==> config.mk <==
export PLATFORM = sky130hd
export DESIGN_NAME = shift_reg_univ
export DESIGN_NICKNAME = d
export VERILOG_FILES = /design/src/rtl/shift_reg_pkg.sv /design/src/rtl/shift_step.sv /design/src/rtl/shift_reg_univ.sv
export SDC_FILE = /design/constraint.sdc
export NUM_CORES = 1
export LEC_CHECK = 0
export ABC_AREA = 0
export CORE_MARGIN = 1
export CORE_UTILIZATION = 30
export DETAILED_ROUTE_END_ITERATION = 8
export PLACE_DENSITY_LB_ADDON = 0.3
export SYNTH_ARGS = -nofsm -noshare
export SYNTH_HDL_FRONTEND = slang
export SYNTH_SLANG_ARGS = --single-unit
==> constraint.sdc <==
create_clock -name clk -period 3.2 [get_ports clk]
set_clock_uncertainty 0.2 [all_clocks]
set_input_delay 0.64 -clock clk [delete_from_list [all_inputs] [get_ports clk]]
set_output_delay 0.64 -clock clk [all_outputs]
set_load 0.05 [all_outputs]
==> src/rtl/shift_reg_pkg.sv <==
// Shared types for the universal shift register family.
// Rotate support in the datapath is controlled by SHIFT_REG_ROTATE_EN.
package shift_reg_pkg;

  typedef enum logic [2:0] {
    OP_NOP  = 3'b000,
    OP_LOAD = 3'b001,
    OP_SHL  = 3'b010,
    OP_SHR  = 3'b011,
    OP_ASR  = 3'b100,
    OP_ROL  = 3'b101,
    OP_ROR  = 3'b110,
    OP_CLR  = 3'b111
  } shift_op_e;

  typedef enum logic {
    ST_IDLE  = 1'b0,
    ST_SHIFT = 1'b1
  } state_e;

  // True for every op that moves bits one position per step.
  function automatic logic is_shift_op(shift_op_e op);
    return op inside {OP_SHL, OP_SHR, OP_ASR, OP_ROL, OP_ROR};
  endfunction

  // True for the two circular ops, which can be compiled out.
  function automatic logic is_rotate_op(shift_op_e op);
    return op inside {OP_ROL, OP_ROR};
  endfunction

endpackage

==> src/rtl/shift_step.sv <==
// Combinational single-bit step of the universal shift register.
// ROL/ROR are only built when SHIFT_REG_ROTATE_EN is defined; otherwise they pass data through.
import shift_reg_pkg::*;

module shift_step #(
  parameter int WIDTH = 8
) (
  input  shift_op_e          op,
  input  logic [WIDTH-1:0]   data,
  input  logic               ser_in,
  output logic [WIDTH-1:0]   data_nxt,
  output logic               bit_out
);

  // One-position move for the selected op; non-shift ops leave the word untouched.
  always_comb begin
    data_nxt = data;
    bit_out  = 1'b0;
    case (op)
      OP_SHL: begin
        data_nxt = {data[WIDTH-2:0], ser_in};
        bit_out  = data[WIDTH-1];
      end
      OP_SHR: begin
        data_nxt = {ser_in, data[WIDTH-1:1]};
        bit_out  = data[0];
      end
      OP_ASR: begin
        data_nxt = {data[WIDTH-1], data[WIDTH-1:1]};
        bit_out  = data[0];
      end
`ifdef SHIFT_REG_ROTATE_EN
      OP_ROL: begin
        data_nxt = {data[WIDTH-2:0], data[WIDTH-1]};
        bit_out  = data[WIDTH-1];
      end
      OP_ROR: begin
        data_nxt = {data[0], data[WIDTH-1:1]};
        bit_out  = data[0];
      end
`endif
      default: begin
        data_nxt = data;
        bit_out  = 1'b0;
      end
    endcase
  end

endmodule

==> src/rtl/shift_reg_univ.sv <==
// Universal shift register: accepts an (op, amount) command over valid/ready and
// executes it one bit per enabled cycle, reporting busy/done and a serial-out tap.
// Build option: SHIFT_REG_ROTATE_EN enables ROL/ROR; without it those ops act as NOP.
import shift_reg_pkg::*;

module shift_reg_univ #(
  parameter int WIDTH = 8,
  parameter int AMT_W = $clog2(WIDTH) + 1
) (
  input  logic               clk,
  input  logic               reset,
  input  logic               enable,
  input  logic               cmd_valid,
  output logic               cmd_ready,
  input  logic [2:0]         cmd_op,
  input  logic [AMT_W-1:0]   cmd_amt,
  input  logic [WIDTH-1:0]   data_in,
  input  logic               ser_in,
  output logic [WIDTH-1:0]   data_out,
  output logic               ser_out,
  output logic               busy,
  output logic               done
);

  state_e            state_q, state_nxt;
  shift_op_e         op_q, op_nxt;
  logic [AMT_W-1:0]  cnt_q, cnt_nxt;
  logic [WIDTH-1:0]  data_q, data_nxt;
  logic              ser_q, ser_nxt;
  logic              done_q, done_nxt;

  shift_op_e         op_in;
  shift_op_e         step_op;
  logic              op_steps;
  logic [WIDTH-1:0]  step_data;
  logic              step_bit;

  assign op_in = shift_op_e'(cmd_op);

  // Rotates only count as stepping ops when the rotate datapath exists.
`ifdef SHIFT_REG_ROTATE_EN
  assign op_steps = is_shift_op(op_in);
`else
  assign op_steps = is_shift_op(op_in) && !is_rotate_op(op_in);
`endif

  // The first step happens on the accept edge, so IDLE steers the live command op;
  // later steps use the op captured at accept.
  assign step_op = (state_q == ST_SHIFT) ? op_q : op_in;

  shift_step #(
    .WIDTH (WIDTH)
  ) u_step (
    .op       (step_op),
    .data     (data_q),
    .ser_in   (ser_in),
    .data_nxt (step_data),
    .bit_out  (step_bit)
  );

  assign cmd_ready = (state_q == ST_IDLE) && enable;
  assign busy      = (state_q == ST_SHIFT);
  assign done      = done_q;
  assign data_out  = data_q;
  assign ser_out   = ser_q;

  // Next-state logic: everything holds while enable is low; done is a single-cycle pulse.
  always_comb begin
    state_nxt = state_q;
    op_nxt    = op_q;
    cnt_nxt   = cnt_q;
    data_nxt  = data_q;
    ser_nxt   = ser_q;
    done_nxt  = done_q;
    if (enable) begin
      done_nxt = 1'b0;
      case (state_q)
        ST_IDLE: begin
          if (cmd_valid) begin
            if (op_steps) begin
              if (cmd_amt == '0) begin
                done_nxt = 1'b1;
              end else begin
                data_nxt = step_data;
                ser_nxt  = step_bit;
                if (cmd_amt == AMT_W'(1)) begin
                  done_nxt = 1'b1;
                end else begin
                  cnt_nxt   = cmd_amt - AMT_W'(1);
                  op_nxt    = op_in;
                  state_nxt = ST_SHIFT;
                end
              end
            end else begin
              if (op_in == OP_LOAD) begin
                data_nxt = data_in;
              end else if (op_in == OP_CLR) begin
                data_nxt = '0;
              end
              done_nxt = 1'b1;
            end
          end
        end
        ST_SHIFT: begin
          data_nxt = step_data;
          ser_nxt  = step_bit;
          cnt_nxt  = cnt_q - AMT_W'(1);
          if (cnt_q == AMT_W'(1)) begin
            state_nxt = ST_IDLE;
            done_nxt  = 1'b1;
          end
        end
        default: begin
          state_nxt = ST_IDLE;
        end
      endcase
    end
  end

  // State register with synchronous active-low reset that discards any in-flight command.
  always_ff @(posedge clk) begin
    if (!reset) begin
      state_q <= ST_IDLE;
      op_q    <= OP_NOP;
      cnt_q   <= '0;
      data_q  <= '0;
      ser_q   <= 1'b0;
      done_q  <= 1'b0;
    end else begin
      state_q <= state_nxt;
      op_q    <= op_nxt;
      cnt_q   <= cnt_nxt;
      data_q  <= data_nxt;
      ser_q   <= ser_nxt;
      done_q  <= done_nxt;
    end
  end

endmodule

==> impl_metrics.csv, run 1 <==
group,metric,value,unit
run_status,status,"finished, final reports clean",
clock_network,cts-root-buf,"clkbuf_8",
worst_setup_path,path_max_fanout,15,
sta,slew_headroom,62.8,%
power,p_leak,0.000608,uW
clock_network,clock_sinks,18,
clock_network,cts_setup_buffers,0,
cells_and_area,fill_cells,393,
floorplanning,start_util,31.5,%
route,vias_per_cell,5.50,
worst_setup_path,r2r_slack,1.15,ns
placement,port_buffers,31,
route,drt_iter0_markers,55,
worst_setup_path,reg2reg_to,"data_out[0]",
synthesis,synth_seq_area_share,28.6,%
grt,grt_first_pass_wirelength,5390,um
cells_and_area,multi_input_area,828,um^2
worst_hold_path,hold_path_depth,2,
power,power_density,356,nW/um^2
worst_hold_path,hold_start,"cnt_q[3]",
cells_and_area,regArea,360,um^2
cells_and_area,area.growth.synth_to_final,31.7,%
floorplanning,row_count,23,
worst_setup_path,rr_startpoint,"busy",
synthesis,ys_ff_latch,18,
clock_network,hold_buffers,0,
sta,rsz0062_at_grt,"no",
worst_setup_path,path_cells,"clkdlybuf4s50_1 > inv_1 > ha_1 > or3b_1 > o211ai_2 > a31oi_4 > nand2b_1 > a32o_1",
floorplanning,fp.dieW,66.8,um
grt,grt_pass1_vias,1145,
worst_setup_path,cp-end-kind,"register",
placement,placed_cells_incl_taps,221,
cells_and_area,diodes,0,
sta,slew_violations,0,
floorplanning,pin_count,32,
sta,setup_tns,0,ns
placement,hpwl,2500,um
floorplanning,dieArea,4460,um^2
synthesis,synth-main-ff-cell,"dfxtp_1",
synthesis,synth.distinct_cells,47,
clock_network,cts.repair.resized,0,
grt,grt_util_all_layers,15.8,%
cells_and_area,finalNetCount,200,
placement,gp_congestion,0.862,
worst_setup_path,rr_worst_depth,6,
sta,clock.fmax,0.377,GHz
worst_hold_path,min_path_type,"reg -> reg",
clock_network,cts_buffer_depth,2,
worst_hold_path,worstHoldEndpoint,"cnt_q[3]",
route,dr.pass1.iters,4,
power,ir_worst_vdd,0.127,mV
cells_and_area,final_common_cell,"clkdlybuf4s50_1",
route,antenna_left,0,
grt,grt_max_degree,26,
route,wl_per_cell,14.8,um
worst_setup_path,worst_ep_arrival_time,2.60,ns
sta,setup_viol,0,
cells_and_area,drive_gt1_share,9.20,%
clock_network,insertion_delay,0.25,ns
clock_network,htree_levels,1,
worst_setup_path,worst_ep_required_time,3.15,ns
floorplanning,core-area,4000,um^2
route,drc,0,
route,vias,1232,
synthesis,async_reset_ff_share,0,%
sta,finalCriticalPeriod,2.65,ns
synthesis,ys_warn_count,0,
sta,min_period_over_period,82.9,%
synthesis,syn_nets,169,
cells_and_area,final_cells,224,
worst_setup_path,cp_slowest_cell,"clkdlybuf4s50_1",
floorplanning,die_y,66.8,um
synthesis,synth_edf_count,0,
route,drt_wl_total,3310,um
sta,worst_pin_slew,0.553,ns
job,maxCapViolCount,0,
synthesis,syn_inst,145,
worst_setup_path,max_stage_delay,0.53,ns
sta,fin_hold_ws,0.295,ns
grt,antenna_found_initial,0,
clock_network,path_clk_slew,0.07,ns
sta,hold_viol,0,
synthesis,syn_area_per_cell,8.68,um^2
cells_and_area,layout_common_cells,"30 x clkdlybuf4s50_1, 18 x dfxtp_1, 15 x nor2_1",
worst_setup_path,critPathLaunchType,"input port",
synthesis,syn_area,1260,um^2
grt,grt_overflow,0,
clock_network,cts_tree,"yes",
worst_setup_path,crit_type,"in -> reg",
power,finalPower,590,uW
clock_network,numCtsBuffers,3,
-- flip-flops by register name, summed over array words and instances, names as in the netlist --
register,flops
data_out,8
ser_out,1
cnt_q,4
busy,1
op_q,3
done,1
-- cells in the mapped netlist, types with 2 or more instances --
cell type / n / share of area, %
a211oi_1: 6 / 3.6
a21o_1: 2 / 1.2
a21oi_1: 7 / 2.8
a221oi_1: 7 / 4.9
a22o_1: 5 / 3.5
a22oi_1: 2 / 1.2
and3_1: 2 / 0.99
buf_2: 2 / 0.80
clkbuf_1: 3 / 0.89
dfxtp_1: 18 / 29
ha_1: 4 / 4.0
inv_1: 10 / 3.0
mux2i_1: 8 / 6.4
nand2_1: 7 / 2.1
nand2b_1: 4 / 2.0
nor2_1: 15 / 4.5
nor2b_1: 3 / 1.5
nor3_1: 2 / 0.80
o21ai_0: 4 / 1.6
o21ai_1: 2 / 0.80
o22ai_1: 3 / 1.5
or2_2: 2 / 0.99
or3b_1: 2 / 1.4
xnor2_1: 2 / 1.4
-- cell families after synthesis --
group                    Yosys count  share of synthesized area (%)
adder cells (fa/ha/maj)            4                           3.98
multiplexers                       9                           7.26
flip-flops                        18                           28.6
AND/OR/NAND/NOR                   45                           19.9
buffers and inverters             16                           5.57
AO/OA/AOI/OAI                     51                           33.3
XOR/XNOR                           2                           1.39
-- report_power, final --
| part | internal (uW) | switching [uW] |
|---|---|---|
| combinational | 78.7 | 102 |
| clock | 83.6 | 75.6 |
| sequential | 236 | 13.4 |
-- stage by stage --
stage | util [%] | worst slack, ns | area, um^2
6_report | 41.4 | 0.548 | 1660
5_1_grt | 41.4 | 0.422 | 1660
4_1_cts | 41.4 | 0.555 | 1660
3_5_place_dp | 40.4 | 0.286 | 1620
3_3_place_gp | 40.4 | 0.373 | 1620
2_1_floorplan | - | 0.923 | 1260
-- area by class of cell --
class,count,share of cell area (%)
Clock buffer,3,2.49
Inverter,10,2.26
Multi-Input combinational cell,111,50.0
Sequential cell,18,21.7
Tap cell,50,3.77
Timing Repair Buffer,32,19.8
-- routing by layer --
layer	track usage, %	vias up	wire length, um
li1	-	609	-
met1	21.1	588	1600
met2	25.4	33	1590
met3	1.88	2	103
met4	6.12	0	23
met5	0	-	0
-- critical path: cells and delay by family --
| family | cells | cell delay (ns) |
|---|---|---|
| compound gates | 3 | 0.78 |
| buf+inv | 2 | 0.61 |
| fa+ha+maj | 1 | 0.24 |
| simple gates | 2 | 0.33 |
-- worst max-delay path by stage --
| stage | endpoint | startpoint | slack [ns] |
|---|---|---|---|
| floorplan | op_q[0] | enable | 0.92 |
| global placement | data_out[3] | cmd_amt[0] | 0.37 |
| CTS | data_out[3] | cmd_amt[0] | 0.55 |
| global route | data_out[3] | cmd_amt[0] | 0.42 |
| detailed placement | data_out[3] | cmd_amt[0] | 0.29 |
| finish | data_out[3] | cmd_amt[0] | 0.55 |
(Power assumes the default switching activity.)
==> run 2: changes to the inputs <==
- clock period: 3.2 -> 2.8 ns (I/O delays scaled with it)
==> impl_metrics.csv, run 2 (synthesis results as in run 1) <==
group,metric,value,unit
clock_network,cts_tree,"yes",
placement,port_buffers,31,
clock_network,cts-root-buf,"clkbuf_8",
sta,clock.fmax,0.402,GHz
placement,gp_congestion,0.815,
worst_setup_path,cp-end-kind,"register",
grt,antenna_found_initial,0,
cells_and_area,area.growth.synth_to_final,33.8,%
clock_network,insertion_delay,0.26,ns
sta,setup_viol,0,
sta,hold_viol,0,
route,vias_per_cell,5.40,
power,ir_worst_vdd,0.267,mV
floorplanning,pin_count,32,
power,power_density,422,nW/um^2
floorplanning,dieArea,4460,um^2
floorplanning,die_y,66.8,um
cells_and_area,diodes,0,
floorplanning,row_count,23,
placement,placed_cell_area,1630,um^2
grt,grt_overflow,0,
route,drt_iter0_markers,60,
clock_network,htree_levels,1,
grt,grt_pass1_vias,1189,
worst_hold_path,min_path_type,"reg -> reg",
cells_and_area,largest_reg_flops,8,
worst_setup_path,worst_ep_required_time,2.76,ns
clock_network,clock_sinks,18,
sta,worst_pin_slew,0.538,ns
clock_network,cts_buffer_depth,2,
route,antenna_left,0,
sta,finalCriticalPeriod,2.49,ns
cells_and_area,layout_common_cells,"29 x clkdlybuf4s50_1, 18 x dfxtp_1, 15 x nor2_1",
route,wl_per_cell,14.3,um
clock_network,hold_buffers,0,
floorplanning,core-area,4000,um^2
sta,setup_tns,0,ns
sta,slew_violations,0,
cells_and_area,final_common_cell,"clkdlybuf4s50_1",
cells_and_area,drive_gt1_share,11.3,%
grt,grt_first_pass_wirelength,5330,um
clock_network,cts.repair.resized,0,
worst_setup_path,critPathLaunchType,"input port",
placement,hpwl,2520,um
route,drt_wl_total,3240,um
worst_setup_path,crit_type,"in -> reg",
route,vias,1225,
floorplanning,start_util,31.5,%
cells_and_area,finalNetCount,202,
job,maxCapViolCount,0,
worst_setup_path,path_max_fanout,15,
clock_network,numCtsBuffers,3,
grt,grt_util_all_layers,15.7,%
grt,grt_max_degree,16,
sta,min_period_over_period,88.9,%
run_status,status,"finished, final reports clean",
clock_network,cts_setup_buffers,0,
clock_network,path_clk_slew,0.07,ns
worst_setup_path,worst_ep_arrival_time,2.45,ns
route,dr.pass1.iters,4,
cells_and_area,fin_area,1680,um^2
sta,slew_headroom,63.7,%
sta,rsz0062_at_grt,"no",
power,p_leak,0.000627,uW
cells_and_area,fill_cells,404,
floorplanning,fp.dieW,66.8,um
route,drc,0,
-- run 2: worst paths after layout --
kind | startpoint | to | slack (ns) | cells after the start
max | cmd_amt[0] | data_out[3] | 0.31 | 8
min | cnt_q[3] | cnt_q[3] | 0.29 | 2
max reg2reg | busy | data_out[0] | 0.70 | 5
min reg2reg | cnt_q[3] | cnt_q[3] | 0.29 | 2
-- run 2: layout make-up --
cell class	instances	area (um^2)	share of cell area (%)
tap	50	62.6	3.71
sequential	18	360	21.4
timing repair buffer	34	340	20.2
multi-input combinational	111	828	49.2
inverter	10	37.5	2.23
clock buffer	4	55.1	3.27
-- run 2: layer usage --
| metal | vias to the layer above | share of wire [%] | global-route usage (%) |
|---|---|---|---|
| met2 | 20 | 48 | 25.4 |
| met1 | 593 | 47 | 20.1 |
| met5 | - | 0 | 0 |
| met4 | 0 | 1.1 | 4.52 |
| li1 | 608 | - | - |
| met3 | 4 | 3.0 | 4.11 |
-- run 2: critical path: stages --
cell and delay (ns):
clkdlybuf4s50_1 0.48, inv_1 0.07, ha_1 0.23, or3b_1 0.24, o211ai_2 0.13, a31oi_4 0.38, nand2b_1 0.10, a32o_1 0.26
-- run 2: through the flow --
stage | utilization (%) | power, uW | hold WS (ns) | worst slack (ns) | instances
after floorplan | - | 418 | 0.253 | 0.597 | 145
after global placement | 40.7 | 494 | 0.273 | 0.118 | 223
after detailed placement | 40.7 | 498 | 0.285 | 0.0429 | 223
after CTS | 42.1 | 715 | 0.295 | 0.326 | 227
after global routing | 42.1 | 742 | 0.332 | 0.200 | 227
final | 42.1 | 710 | 0.290 | 0.311 | 227
-- run 2: power by group --
group	total, uW	switching, uW	internal [uW]
Combinational	205	114	91.4
Sequential	287	17.3	270
Clock	218	92.6	125
==> patch 1: new RTL, flow settings as in run 2 <==
`WIDTH` is set to 8 in 2 places; all go to 4.
--- a/src/rtl/shift_step.sv
+++ b/src/rtl/shift_step.sv
@@ -3,7 +3,7 @@
 import shift_reg_pkg::*;
 
 module shift_step #(
-  parameter int WIDTH = 8
+  parameter int WIDTH = 4
 ) (
   input  shift_op_e          op,
   input  logic [WIDTH-1:0]   data,
--- a/src/rtl/shift_reg_univ.sv
+++ b/src/rtl/shift_reg_univ.sv
@@ -4,7 +4,7 @@
 import shift_reg_pkg::*;
 
 module shift_reg_univ #(
-  parameter int WIDTH = 8,
+  parameter int WIDTH = 4,
   parameter int AMT_W = $clog2(WIDTH) + 1
 ) (
   input  logic               clk,
Ports: changed (resized cmd_amt, data_in and data_out); port bits go from 32 to 23. No check against the original RTL was run, so the function may have changed too.
==> patch 1 against run 2 <==
  * Cell count fell by 21%
  * Final area decreased by 25%
  * Wire length fell by 31%
  * Hold slack lost 16 ps
  * Count of clock-buffer cells in the layout stayed put
  * Sequential cell count is 5 lower
  * Clock power is 45% lower
  * Synthesized area is 25% lower
  * Sequential power down 30%
  * Power fell by 36%
  * Via count decreased by 26%
  * Worst setup slack improved by 120 ps
  * Fmax is 5.0% higher
==> patch 1: results (changes against run 2) <==
| Metric | Value |
|---|---|
| Number of detailed-route iterations in the first pass | 4 (unchanged) |
| Clock latency on the worst-skew pair | 270 ps |
| FF-to-FF setup slack | 980 ps (was 700 ps) |
| Sequential cell area fraction in the yosys report | 27.62% (was 28.63%) |
| Global-route wire length before repair | 3546 um (was 5333 um) |
| Routed Wire Length | 2237 um (was 3239 um) |
| P_leak | 0.0004563 uW (was 0.0006269 uW) |
| F_max | 0.4218 GHz (was 0.4017 GHz) |
| Final nets | 158 (was 202) |
| Reg2reg start | busy (unchanged) |
| Non-filler cells, final | 179 (was 227) |
| Vias | 910 (was 1,225) |
| Family with the most delay on the worst path | buffers and inverters (was compound AO/OA/AOI/OAI gates) |
| Number of global-route vias before repair | 797 (was 1,189) |
| CTS max path bufs | 2 (unchanged) |
| Synth top area cells | dfxtp_1 28%, ha_1 6.6%, nand2_1 5.2% (was dfxtp_1 29%, mux2i_1 6.4%, a221oi_1 4.9%) |
| Worst hold slack | 274.5 ps (was 290.2 ps) |
| Clk root buf | clkbuf_4 (was clkbuf_8) |
| Outcome | complete, no violations (unchanged) |
| Largest net degree at the start of global routing | 14 (was 16) |
| Port Buf Inserts | 22 (was 31) |
| Ant diodes | 0 (unchanged) |
| Pre-CTS setup slack | 126.7 ps (was 42.91 ps) |
| Crit path DAT | 2340 ps (was 2450 ps) |
| Hold depth | 2 (unchanged) |
| Worst setup endpoint | cnt_q[2] (was data_out[3]) |
| Synth cell count leaders | 13 x dfxtp_1, 13 x nand2_1, 9 x a21oi_1, 6 x o21ai_0 (was 18 x dfxtp_1, 15 x nor2_1, 10 x inv_1, 8 x mux2i_1) |
| Crit path max-delay cell type | clkdlybuf4s50_1 (unchanged) |
| Post-CTS setup buffer count | 0 (unchanged) |
| Peak VDD IR | 0.0002653 V (was 0.0002669 V) |
| Share of layout cells above drive strength 1 | 13.87% (was 11.30%) |
| Syn_area_per_cell | 8.565 um2 (was 8.681 um2) |
| Reg2Reg Depth | 4 (was 5) |
| Synth warnings | 0 (unchanged) |
| Gr usage total | 13.76% (was 15.65%) |
| PostCTS Resize Cnt | 0 (unchanged) |
| Net count after synthesis | 130 (was 169) |
| Maximum fanout along the worst path | 8 (was 15) |
| Min-delay worst type | register to register (unchanged) |
| Placed cell areas | 1239 um2 (was 1629 um2) |
| Worst path max stage delay | 500 ps (was 480 ps) |
| FF-to-FF End | data_out[3] (was data_out[0]) |
| HP Start | cnt_q[1] (was cnt_q[3]) |
| Placer Congestion | 0.7765 (was 0.8148) |
| Initial antenna violation count | 0 (unchanged) |
| Mapped Area | 942.2 um2 (was 1259 um2) |
| WHS Endpoint | cnt_q[1] (was cnt_q[3]) |
| Largest register FFs | 4 (was 8) |
| Asr flop ratio synth | 0% (unchanged) |
| Total CTS buffers | 3 (unchanged) |
| Htree depth | 1 (unchanged) |
| Worst Tran Pin Value | 495.5 ps (was 538.4 ps) |
| Worst-path clk slew | around 80 ps |
| Synth cell types | 38 (was 47) |
| Number of DRC markers in iteration 0 | 37 (was 60) |
| Detailed placer's ending HPWL | 1758 um (was 2517 um) |
| Critical Path Start | cmd_amt[0] (unchanged) |
==> patch 1: cell type report <==
class                           count  area (um2)
Fill cell                         299        1612
Clock buffer                        4       26.28
Timing Repair Buffer               28       272.8
Tap cell                           42       52.55
Sequential cell                    13       260.3
Inverter                            5       18.77
Multi-Input combinational cell     87       634.4
==> patch 1: report_power, final <==
part	internal, uW	switching, uW
Clock	55.3	63.8
Combinational	65.0	72.2
Sequential	193	7.92
Total	313	144
==> patch 1: cell families after synthesis <==
group	count (synthesis)	share of synthesized area [%]
fa+ha+maj	5	6.640
flops	13	27.62
simple gates	37	24.57
xor+xnor	2	1.860
compound gates	39	29.88
buf+inv	10	5.047
mux	4	4.383
==> patch 1: per-layer routing <==
metal  vias to the layer above  wire, um  GRT usage, %
li1                        470         -             -
met1                       413      1004         17.50
met2                        25      1093         22.00
met3                         2       122         3.795
met4                         0        17         5.442
met5                         -         0             0
==> patch 1: worst min-delay path, cell delays in order, from the launching register on <==
cell     delay [ps]
dfxtp_1         320
nand3_1          60
a21oi_1          50
==> patch 2: new RTL, config.mk and constraints of run 2 <==
Made on the original files. `data_q` no longer has a reset.
--- a/src/rtl/shift_reg_univ.sv
+++ b/src/rtl/shift_reg_univ.sv
@@ -123,18 +123,20 @@
       state_q <= ST_IDLE;
       op_q    <= OP_NOP;
       cnt_q   <= '0;
-      data_q  <= '0;
       ser_q   <= 1'b0;
       done_q  <= 1'b0;
     end else begin
       state_q <= state_nxt;
       op_q    <= op_nxt;
       cnt_q   <= cnt_nxt;
-      data_q  <= data_nxt;
       ser_q   <= ser_nxt;
       done_q  <= done_nxt;
     end
   end
 
+  always_ff @(posedge clk) begin
+    data_q <= data_nxt;
+  end
+
 endmodule
 
Formal check against the unedited RTL: not equivalent (Yosys sat finds a counterexample within 4 cycles, from zero or initial values and one cycle with reset low).
==> patch 2 against run 2 <==
  * Clock power down 11%
  * Synthesized cell count up 2.8%
  * Register-to-register slack worse by 100 ps
  * Core utilization down 0.64 points
  * Synthesized area up 7.8%
  * Final area up 7.2%
  * Largest power group unchanged
  * Wire length up 13%
  * Fmax up 1.5%
  * Non-clock buffer count up 5
  * Power up 4.6%
  * Sequential cell count unchanged
  * Combinational power up 14%
  * Worst setup slack better by 37 ps
==> patch 2: results (changes against run 2) <==
| Metric | Value |
|---|---|
| Number of DRC markers in iteration 0 | 103 (was 60) |
| WHS Endpoint | cnt_q[1] (was cnt_q[3]) |
| Top FF cell, synth | dfxtp_1 (unchanged) |
| Ant diodes | 0 (unchanged) |
| Number of flops mapped to enable cells by yosys | 8 (was 0) |
| Peak VDD IR | 0.0001476 V (was 0.0002669 V) |
| Syn Inst Count | 149 (was 145) |
| Htree depth | 1 (unchanged) |
| Largest register FFs | 8 (unchanged) |
| Initial antenna violation count | 0 (unchanged) |
| Pre-CTS setup slack | 114.9 ps (was 42.91 ps) |
| Final nets | 210 (was 202) |
| FF-to-FF setup slack | 600 ps (was 700 ps) |
| FF-to-FF End | data_out[5] (was data_out[0]) |
| Adder-cell share of the synthesized area | 3.690% (was 3.976%) |
| Detailed placer's ending HPWL | 2748 um (was 2517 um) |
| Sequential cell area fraction in the yosys report | 32.47% (was 28.63%) |
| Post-synthesis mux area share | 4.520% (was 7.256%) |
| Placer Congestion | 0.8703 (was 0.8148) |
| Synth Area in Compound Gates | 30.17% (was 33.30%) |
| CTS max path bufs | 2 (unchanged) |
| HP Start | cnt_q[1] (was cnt_q[3]) |
| Maximum fanout along the worst path | 7 (was 15) |
| Relative slew margins | 55.04% (was 63.73%) |
| Worst-path clk slew | 70 ps (about the same) |
| DR vias/cell | 5.603 (was 5.396) |
| Net count after synthesis | 173 (was 169) |
| Port Buf Inserts | 31 (unchanged) |
| Synth top area cells | edfxtp_1 18%, dfxtp_1 15%, a32oi_1 5.2% (was dfxtp_1 29%, mux2i_1 6.4%, a221oi_1 4.9%) |
| Global-route wire length before repair | 6016 um (was 5333 um) |
| Number of global-route vias before repair | 1,298 (was 1,189) |
| Synth cell types | 56 (was 47) |
| Post-CTS setup buffer count | 0 (unchanged) |
| Outcome | complete, no violations (unchanged) |
| Placed cell areas | 1760 um2 (was 1629 um2) |
| Clk root buf | clkbuf_8 (unchanged) |
| PostCTS Resize Cnt | 0 (unchanged) |
| Worst hold slack | 296.2 ps (was 290.2 ps) |
| P_leak | 0.0006437 uW (was 0.0006269 uW) |
| Routed Wire Length | 3667 um (was 3239 um) |
| Gr usage total | 15.35% (was 15.65%) |
| Reg2Reg Depth | 4 (was 5) |
| Cell Count Post-Placement | 233 (was 223) |
| Synth cell count leaders | 10 x dfxtp_1, 10 x inv_1, 10 x nor2_1, 9 x o21ai_0 (was 18 x dfxtp_1, 15 x nor2_1, 10 x inv_1, 8 x mux2i_1) |
| Total CTS buffers | 3 (unchanged) |
| Reg2reg start | busy (unchanged) |
| Share of layout cells above drive strength 1 | 10.81% (was 11.30%) |
| Number of detailed-route iterations in the first pass | 4 (unchanged) |
| Drt wl/cell | 15.47 um (was 14.27 um) |
| Xor-xnor portion of the synthesized cell area | 0.6458% (was 1.392%) |
| Crit path DAT | 2350 ps (was 2450 ps) |
| Clock latency on the worst-skew pair | 260 ps (about the same) |
patch 2: how the worst max path moves through the flow:
stage,startpoint,to,slack [ps],cells past startpoint
3_5_place_dp,cmd_op[0],data_out[1],110,6
3_3_place_gp,cmd_op[2],data_out[0],120,5
2_1_floorplan,busy,cmd_ready,350,4
6_report,cmd_op[0],data_out[1],350,6
4_1_cts,cmd_op[2],cnt_q[3],380,5
5_1_grt,cmd_op[0],data_out[1],140,6
patch 2: layer usage:
layer  global-route usage [%]  vias to the layer above  wire length, um
met5                        0                        -                0
met4                    4.308                        0               35
met3                    2.907                        4              160
met2                    27.40                       39             1860
met1                    18.64                      622             1610
li1                         -                      663                -
patch 2: cell type report:
type                       instances  area (um2)
timing repair buffer              39       377.9
multi-input combinational        113       835.8
inverter                          11       41.29
fill                             432        2549
sequential                        18       440.4
clock buffer                       4       45.04
tap                               52       65.06
patch 2: cells by family (layout without fill, tap and decap cells):
logic type	count (synthesis)	count (layout)
AOI/OAI and AO/OA	53	53
and+or+nand+nor	49	49
DFF	18	18
buffers and inverters	18	54
muxes	6	6
adders and majority gates	4	4
xor gates and xnor gates	1	1
patch 2: where the power goes:
part	switching [uW]	internal [uW]	leakage, uW	total, uW
combinational	126	106	0.000464	233
sequential	21.1	294	0.000157	315
clock	93.2	101	0.0000228	194
total	241	502	0.000644	743
patch 2: critical path: stages:
cell and delay (ps):
clkdlybuf4s50_1 660, nor4b_1 120, buf_4 170, nor4_1 540, a32oi_1 100, o21ai_0 200
